[config.mk]
export PLATFORM = sky130hd
export DESIGN_NAME = imm_ext_pipe
export DESIGN_NICKNAME = d
export VERILOG_FILES = /design/src/rtl/cpu_pkg.sv /design/src/rtl/imm_field_sel.sv /design/src/rtl/imm_ext_pipe.sv
export SDC_FILE = /design/constraint.sdc
export NUM_CORES = 1
export LEC_CHECK = 0
export CAP_MARGIN = 0
export CORE_MARGIN = 5
export CORE_UTILIZATION = 30
export CTS_BUF_LIST = sky130_fd_sc_hd__clkbuf_16
export CTS_CLUSTER_DIAMETER = 50
export CTS_CLUSTER_SIZE = 24
export DETAILED_ROUTE_END_ITERATION = 10
export PLACE_DENSITY_LB_ADDON = 0.15
export SLEW_MARGIN = 15
export SYNTH_ARGS = -nofsm -noshare
export SYNTH_HDL_FRONTEND = slang
export SYNTH_SLANG_ARGS = --single-unit
[constraint.sdc]
create_clock -name CLK -period 3.4 [get_ports CLK]
set_clock_uncertainty 0.05 [all_clocks]
set_input_delay 0.68 -clock CLK [delete_from_list [all_inputs] [get_ports CLK]]
set_output_delay 0.68 -clock CLK [all_outputs]
set_load 0.02 [all_outputs]
[src/rtl/cpu_pkg.sv]
// cpu_pkg: shared format codes and immediate field widths for the CPU datapath.
package cpu_pkg;
    typedef logic [2:0] fmt_t;
    localparam fmt_t FMT_I   = 3'd0;
    localparam fmt_t FMT_S   = 3'd1;
    localparam fmt_t FMT_B   = 3'd2;
    localparam fmt_t FMT_U   = 3'd3;
    localparam fmt_t FMT_J   = 3'd4;
    localparam fmt_t FMT_RAW = 3'd5;
    localparam int XLEN_DEF = 32;
    localparam int IMM_W12  = 12;
    localparam int IMM_W13  = 13;
    localparam int IMM_W20  = 20;
    localparam int IMM_W21  = 21;
endpackage

[src/rtl/imm_field_sel.sv]
// imm_field_sel: combinational immediate extraction by format, sign/zero extended to XLEN.
module imm_field_sel
    import cpu_pkg::*;
#(
    parameter int XLEN  = XLEN_DEF,
    parameter int RAW_W = 12
) (
    input  logic [31:0]     instr_i,
    input  fmt_t            fmt_i,
    input  logic            zext_i,
    output logic [XLEN-1:0] imm_o,
    output logic            illegal_o
);
    logic [31:0]     fld;
    logic [5:0]      w;
    logic            sgn;
    logic [XLEN-1:0] hi;
    always_comb begin
        fld = '0;
        w   = 6'(IMM_W12);
        sgn = instr_i[31];
        case (fmt_i)
            FMT_I:   fld = 32'(instr_i[31:20]);
            FMT_S:   fld = 32'({instr_i[31:25], instr_i[11:7]});
            FMT_B: begin
                fld = 32'({instr_i[31], instr_i[7], instr_i[30:25], instr_i[11:8], 1'b0});
                w   = 6'(IMM_W13);
            end
            FMT_U: begin
                fld = {instr_i[31:12], 12'b0};
                w   = 6'(IMM_W20 + 12);
            end
            FMT_J: begin
                fld = 32'({instr_i[31], instr_i[19:12], instr_i[20], instr_i[30:21], 1'b0});
                w   = 6'(IMM_W21);
            end
            FMT_RAW: begin
                fld = 32'(instr_i[RAW_W-1:0]);
                w   = 6'(RAW_W);
                sgn = instr_i[RAW_W-1];
            end
            default: ;
        endcase
    end
    // ones above the field width; a 32-bit field in a 32-bit result leaves nothing to fill
    assign hi        = ~((XLEN'(1) << w) - XLEN'(1));
    assign illegal_o = fmt_i > FMT_RAW;
    assign imm_o     = illegal_o ? '0 : (XLEN'(fld) | ((sgn & ~zext_i) ? hi : '0));
endmodule

[src/rtl/imm_ext_pipe.sv]
// imm_ext_pipe: registered immediate extender behind a valid/ready handshake with a skid entry.
module imm_ext_pipe
    import cpu_pkg::*;
#(
    parameter int XLEN  = XLEN_DEF,
    parameter int RAW_W = 12
) (
    input  logic            CLK,
    input  logic            RST_N,
    input  logic            FLUSH,
    input  logic            IN_VALID,
    output logic            IN_READY,
    input  logic [31:0]     INSTR,
    input  logic [2:0]      FMT,
    input  logic            ZEXT,
    output logic            OUT_VALID,
    input  logic            OUT_READY,
    output logic [XLEN-1:0] IMM,
    output logic            FMT_ERR
);
    logic [XLEN-1:0] new_imm, out_imm_q, out_imm_d, skid_imm_q, skid_imm_d;
    logic            new_err, out_err_q, out_err_d, skid_err_q, skid_err_d;
    logic            out_vld_q, out_vld_d, skid_vld_q, skid_vld_d;
    logic            in_xfer, load_out, take_skid;

    imm_field_sel #(.XLEN(XLEN), .RAW_W(RAW_W)) u_sel (
        .instr_i  (INSTR),
        .fmt_i    (FMT),
        .zext_i   (ZEXT),
        .imm_o    (new_imm),
        .illegal_o(new_err)
    );

    assign in_xfer   = IN_VALID & ~skid_vld_q;
    assign load_out  = ~out_vld_q | OUT_READY;
    assign take_skid = ~FLUSH & ~load_out & in_xfer;

    always_comb begin
        out_vld_d  = FLUSH ? 1'b0 : load_out ? (skid_vld_q | in_xfer) : 1'b1;
        out_imm_d  = (FLUSH | ~load_out) ? out_imm_q : skid_vld_q ? skid_imm_q : in_xfer ? new_imm : out_imm_q;
        out_err_d  = (FLUSH | ~load_out) ? out_err_q : skid_vld_q ? skid_err_q : in_xfer ? new_err : out_err_q;
        skid_vld_d = FLUSH ? 1'b0 : load_out ? 1'b0 : (skid_vld_q | in_xfer);
        skid_imm_d = take_skid ? new_imm : skid_imm_q;
        skid_err_d = take_skid ? new_err : skid_err_q;
    end

    always_ff @(posedge CLK or negedge RST_N) begin
        if (!RST_N) begin
            out_vld_q  <= 1'b0;
            out_imm_q  <= '0;
            out_err_q  <= 1'b0;
            skid_vld_q <= 1'b0;
            skid_imm_q <= '0;
            skid_err_q <= 1'b0;
        end else begin
            out_vld_q  <= out_vld_d;
            out_imm_q  <= out_imm_d;
            out_err_q  <= out_err_d;
            skid_vld_q <= skid_vld_d;
            skid_imm_q <= skid_imm_d;
            skid_err_q <= skid_err_d;
        end
    end

    assign IN_READY  = ~skid_vld_q;
    assign OUT_VALID = out_vld_q;
    assign IMM       = out_imm_q;
    assign FMT_ERR   = out_err_q;
endmodule

Yosys cells after proc, flatten, opt, wreduce, memory -nomap -nowiden
Index checks and enable logic that the tools add are counted.
{"block": "word_totals", "register_bits": 68, "inputBits": 41, "out_inout_bits": 35, "elab_cells": 45}
{"block": "classes", "n_addsub": 1, "order_cmp": 1, "eq_ne": 5, "shift": 1, "muxes": 13, "n_bitwise": 15, "reduce_logical": 3}
{"op": "case mux 32 bit (6 select lines)", "n": 1}
{"op": "two-way mux 32 bit", "n": 4}
{"op": "NOT 32 bit", "n": 1}
{"op": "bitwise OR 32 bit", "n": 1}
{"op": "<< shifter 1 x 6 -> 32 bit (first input constant)", "n": 1}
{"op": "subtractor 32 x 2 -> 32 bit (second input constant)", "n": 1}
{"op": "case mux 6 bit (3 select lines)", "n": 1}
{"op": "two-way mux 1 bit", "n": 7}
{"op": "equality test 3 x 2 -> 1 bit (second input constant)", "n": 2}
{"op": "equality test 3 bit (second input constant)", "n": 2}
{"op": "NOT 1 bit", "n": 6}
{"op": "bitwise AND 1 bit", "n": 4}
{"op": "equality test 3 x 1 -> 1 bit (second input constant)", "n": 1}
{"op": "greater-than comparator 3 bit (second input constant)", "n": 1}
{"op": "zero test 3 bit", "n": 1}
{"op": "bitwise OR 1 bit", "n": 3}
{"op": "AND reduction 2 bit", "n": 1}
{"op": "nonzero test 2 bit", "n": 1}

Logic depth before layout (Yosys ltp)
{"block": "logic_depth", "word_depth": 10, "depth_mapped": 7, "mapped_depth_nobuf": 4}

By module
A second synthesis with hierarchy kept.
{"block": "unflattened", "cells_unflattened": 304, "hier_area_um2": 4050.1}
{"module": "imm_ext_pipe", "n_inst": 1, "cells_per_inst": 185, "area_each_um2": 3081.7, "seq_area_each_um2": 1701.6}
{"module": "imm_field_sel", "n_inst": 1, "cells_per_inst": 119, "area_each_um2": 968.4, "seq_area_each_um2": 0.0}

Worst setup path after synthesis
OpenSTA, ideal clock, no wires.
{"block": "synth_timing", "kind": "input port to flip-flop", "startpoint": "input port FMT[0]", "endpoint": "register out_imm_q[21], in the netlist IMM[21]", "setup_time_ps": 94, "t_arrival_ps": 1745, "required_time_ps": 3256, "slack_ps": 1511, "path_stages": 6, "n_path_buf": 2, "path_cell_list": "buf_6 -> maj3_2 -> o22a_1 -> nor2b_1 -> buf_2 -> a211oi_1"}
{"block": "synth_between", "elab_chain_cells": 10, "elab_cells_between_ends": 19, "classes_between": "add/sub: 1; order compare: 1; eq/ne: 5; shift: 1; mux: 7; bitwise: 3; reduce/logical: 1"}
{"element": "start: declaration", "line_no": "imm_ext_pipe.sv:14", "rtl": "input logic [2:0] FMT,"}
{"element": "equality test 3 bit / equality test 3 x 2 -> 1 bit (equally long branches)", "line_no": "imm_field_sel.sv:22", "rtl": "case (fmt_i)"}
{"element": "case mux 6 bit (3 select lines)", "line_no": "imm_field_sel.sv:22"}
{"element": "<< shifter 1 x 6 -> 32 bit", "line_no": "imm_field_sel.sv:46", "rtl": "assign hi = ~((XLEN'(1) << w) - XLEN'(1));"}
{"element": "subtractor 32 x 2 -> 32 bit", "line_no": "imm_field_sel.sv:46"}
{"element": "NOT 32 bit", "line_no": "imm_field_sel.sv:46"}
{"element": "two-way mux 32 bit", "line_no": "imm_field_sel.sv:48", "rtl": "assign imm_o = illegal_o ? '0 : (XLEN'(fld) | ((sgn & ~zext_i) ? hi : '0));"}
{"element": "bitwise OR 32 bit", "line_no": "imm_field_sel.sv:48"}
{"element": "two-way mux 32 bit *", "line_no": "imm_field_sel.sv:48"}
{"element": "two-way mux 32 bit * (2 in series)", "line_no": "imm_ext_pipe.sv:40", "rtl": "out_imm_d = (FLUSH | ~load_out) ? out_imm_q : skid_vld_q ? skid_imm_q : in_xfer ? new_imm : out_imm_q;"}
{"element": "end signal: assignment", "line_no": "imm_ext_pipe.sv:57", "rtl": "out_imm_q <= out_imm_d;"}
{"element": "end: declaration", "line_no": "imm_ext_pipe.sv:21", "rtl": "logic [XLEN-1:0] new_imm, out_imm_q, out_imm_d, skid_imm_q, skid_imm_d;"}
Every way passes the cells marked *; elsewhere a longest branch is shown, timed or not. The select of a mux whose other input is x is not followed.
A chain may end at the register's enable or synchronous reset.

Final worst setup path
{"block": "layout_timing", "startpoint": "input port FMT[0]", "endpoint": "register out_imm_q[28], in the netlist IMM[28]"}
Same word-level chain as after synthesis.

==> impl_metrics.env <==
export IMPL_grt_start_max_net_pins=39
export IMPL_worst_hold_path_type="in -> async"
export IMPL_worst_slew_margin_rel=0.3710
export IMPL_route_detailed_wl_per_inst_um=17.46
export IMPL_timing_setup_tns_ps=0
export IMPL_timing_critical_path_to_type="register"
export IMPL_cts_clk_slew_worst_paths_ps=60
export IMPL_finalWeightedCongestion=0.7391
export IMPL_post_synth_inst_count=368
export IMPL_synth_top_area_share=0.5092
export IMPL_fin_crit_ps=2629
export IMPL_tightest_hold_margin_ps=86.03
export IMPL_netlist_top_cell_by_area="sky130_fd_sc_hd__dfrtp_1"
export IMPL_vert_die_dim_um=115.5
export IMPL_worst_path_max_fanout=12
export IMPL_vdd_drop_max_v=0.0002147
export IMPL_ys_seq_elements=68
export IMPL_tritoncts_num_buffers=9
export IMPL_initial_utilization=0.3069
export IMPL_achievable_frequency_mhz=380.3
export IMPL_cts_hold_fix_buffers=0
export IMPL_worst_setup_path_type="in -> reg"
export IMPL_setup_worst_path_start_class="input pin"
export IMPL_first_pass_iters=4
export IMPL_synth_edff_count=0
export IMPL_ports=76
export IMPL_floorplan_die_area_um2=13350
export IMPL_nNetsFinal=484
export IMPL_worstMarginPinSlew_ps=933.6
export IMPL_synth_area_leaders="sky130_fd_sc_hd__dfrtp_1 51%, sky130_fd_sc_hd__nor2_1 5.2%, sky130_fd_sc_hd__nand2_1 4.6%"
export IMPL_synth_yosys_seq_area_share=0.5092
export IMPL_top_library_cells_by_usage_in_the_layout_fill_and_taps_aside="74 x sky130_fd_sc_hd__clkdlybuf4s50_1, 68 x sky130_fd_sc_hd__dfrtp_1, 46 x sky130_fd_sc_hd__nor2_1"
export IMPL_fill_cells=1101
export IMPL_postRouteAntennaNets=0
export IMPL_post_cts_buffers=0
export IMPL_clkLatencyLatePin_ps=330
export IMPL_routed_via_density=5.199
export IMPL_drc_errors=0
export IMPL_final_layout_size_suffix_gt1_frac=0.08949
export IMPL_timing_max_transition_violations_final=0
export IMPL_buffer_ports_inserted=75
export IMPL_grt_pass1_wl_um=16480
export IMPL_netlist_area_um2=3342
export IMPL_area_occupied_by_registers_um2=1702
export IMPL_dp_cells=571
export IMPL_power_density_nw_per_um2=596.2
export IMPL_stdcell_count=587
export IMPL_synthesis_to_finish_area_growth_pct=37.78
export IMPL_critical_path_arrival_ps=2750
export IMPL_place_worst_setup_slack_ps=412.8
export IMPL_cts_buffer_depth=2
export IMPL_antenna_diode_count=0
export IMPL_dieWidth_um=115.5
export IMPL_clock_root_buffer_master="sky130_fd_sc_hd__clkbuf_16"
export IMPL_multi_input_area_um2=1504
export IMPL_totalPowerFinal_mw=2.745
export IMPL_synth_yosys_warnings=0
export IMPL_synth_avg_cell_area_um2=9.081
export IMPL_final_hold_viol_count=0
export IMPL_first_global_vias=3102
export IMPL_cts_sinks=68
export IMPL_hpwlAfterDp_um=7114
export IMPL_drt_first_iter_violations=192
export IMPL_finalWirelength_um=10250
export IMPL_ys_types=46
export IMPL_outcome="finished, final reports clean"
export IMPL_grt_setup_unrepaired="no"
export IMPL_worstPathRequired_ps=3520
export IMPL_global_route_usage_total=0.1595
export IMPL_final_period_utilization=0.7733
export IMPL_cap_viol_max_count=0
export IMPL_synthArstFlopShare=1.000
export IMPL_final_setup_viol_count=0
export IMPL_vias=3052
export IMPL_antenna_found_initial=0
export IMPL_post_cts_resized_instances=0
export IMPL_core_rowCount=38
export IMPL_postLayoutSetupSlackWorst_ps=770.7
export IMPL_cts_max_level=3
export IMPL_grt_overflow_total=0
export IMPL_layout_cells_most_common="sky130_fd_sc_hd__clkdlybuf4s50_1"
export IMPL_design_core_area_um2=10890
export IMPL_leakagePower_nw=1.812
export IMPL_cts_tree="done"
export IMPL_synth_main_ff_cell="sky130_fd_sc_hd__dfrtp_1"
[critical path: stages]
cell	delay, ps
sky130_fd_sc_hd__clkdlybuf4s50_1	720
sky130_fd_sc_hd__maj3_2	290
sky130_fd_sc_hd__o22a_1	180
sky130_fd_sc_hd__nor2b_1	700
sky130_fd_sc_hd__a211oi_1	170
[synth_stat cells, types with 3 or more instances]
cell type	count
sky130_fd_sc_hd__dfrtp_1	68
sky130_fd_sc_hd__nor2_1	46
sky130_fd_sc_hd__nand2_1	41
sky130_fd_sc_hd__a21oi_1	25
sky130_fd_sc_hd__nor3_1	22
sky130_fd_sc_hd__a211oi_1	19
sky130_fd_sc_hd__a31oi_1	16
sky130_fd_sc_hd__o21ai_0	15
sky130_fd_sc_hd__clkbuf_1	14
sky130_fd_sc_hd__nand3_1	14
sky130_fd_sc_hd__buf_2	12
sky130_fd_sc_hd__o211ai_1	10
sky130_fd_sc_hd__nand2b_1	9
sky130_fd_sc_hd__a2bb2oi_1	7
sky130_fd_sc_hd__a22oi_1	6
sky130_fd_sc_hd__inv_1	3
sky130_fd_sc_hd__nor2b_1	3
sky130_fd_sc_hd__nor3b_1	3
sky130_fd_sc_hd__or2b_1	3
[report_power, final]
group | internal, mW | total (mW) | switching [mW] | leakage [nW]
logic | 0.285 | 0.593 | 0.308 | 0.813
registers | 0.970 | 1.06 | 0.0904 | 0.829
clock network | 0.721 | 1.09 | 0.370 | 0.170
[cell families after synthesis]
family,after synthesis,synth area share
flops,68,0.5092
other cells,1,0.001122
mux,3,0.009360
fa+ha+maj,2,0.007113
buf+inv,32,0.04380
xor+xnor,1,0.002621
simple gates,154,0.2175
compound gates,107,0.2093
[worst paths after layout]
check / startpoint / end / cells past startpoint / slack, ps
min: RST_N / OUT_VALID / 1 / 90
max in group asynchronous: RST_N / IMM[3] / 2 / 2550
max reg2reg: skid_vld_q / IMM[28] / 4 / 1160
max: FMT[0] / IMM[28] / 5 / 770
min reg2reg: skid_imm_q[0] / skid_imm_q[0] / 2 / 430
min in group CLK: skid_imm_q[0] / skid_imm_q[0] / 2 / 430
[metrics by stage]
stage	instance area (um^2)	util
after floorplan	3346	-
after global placement	4258	0.3911
after detailed placement	4258	0.3911
after CTS	4604	0.4229
after global routing	4604	0.4229
final	4604	0.4229
[layout make-up]
cell class / count / area share
well taps: 140 / 0.03804
inverters: 3 / 0.002446
repair buffers: 91 / 0.1880
multi-input cells: 269 / 0.3266
flip-flops and latches: 68 / 0.3696
clock inverters: 7 / 0.02636
clock buffers: 9 / 0.04891
[flip-flops by register name, indices dropped and copies added (netlist names)]
signal / flops
FMT_ERR: 1
IMM: 32
OUT_VALID: 1
skid_err_q: 1
skid_imm_q: 32
skid_vld_q: 1
[routing by layer]
layer,up-vias,part of all wire,track usage
met5,-,0,0
met4,0,0.0097,0.04460
met3,7,0.057,0.03081
met2,89,0.47,0.2566
met1,1493,0.46,0.2200
li1,1463,-,-
No activity file was read; power rests on OpenSTA's default activity.
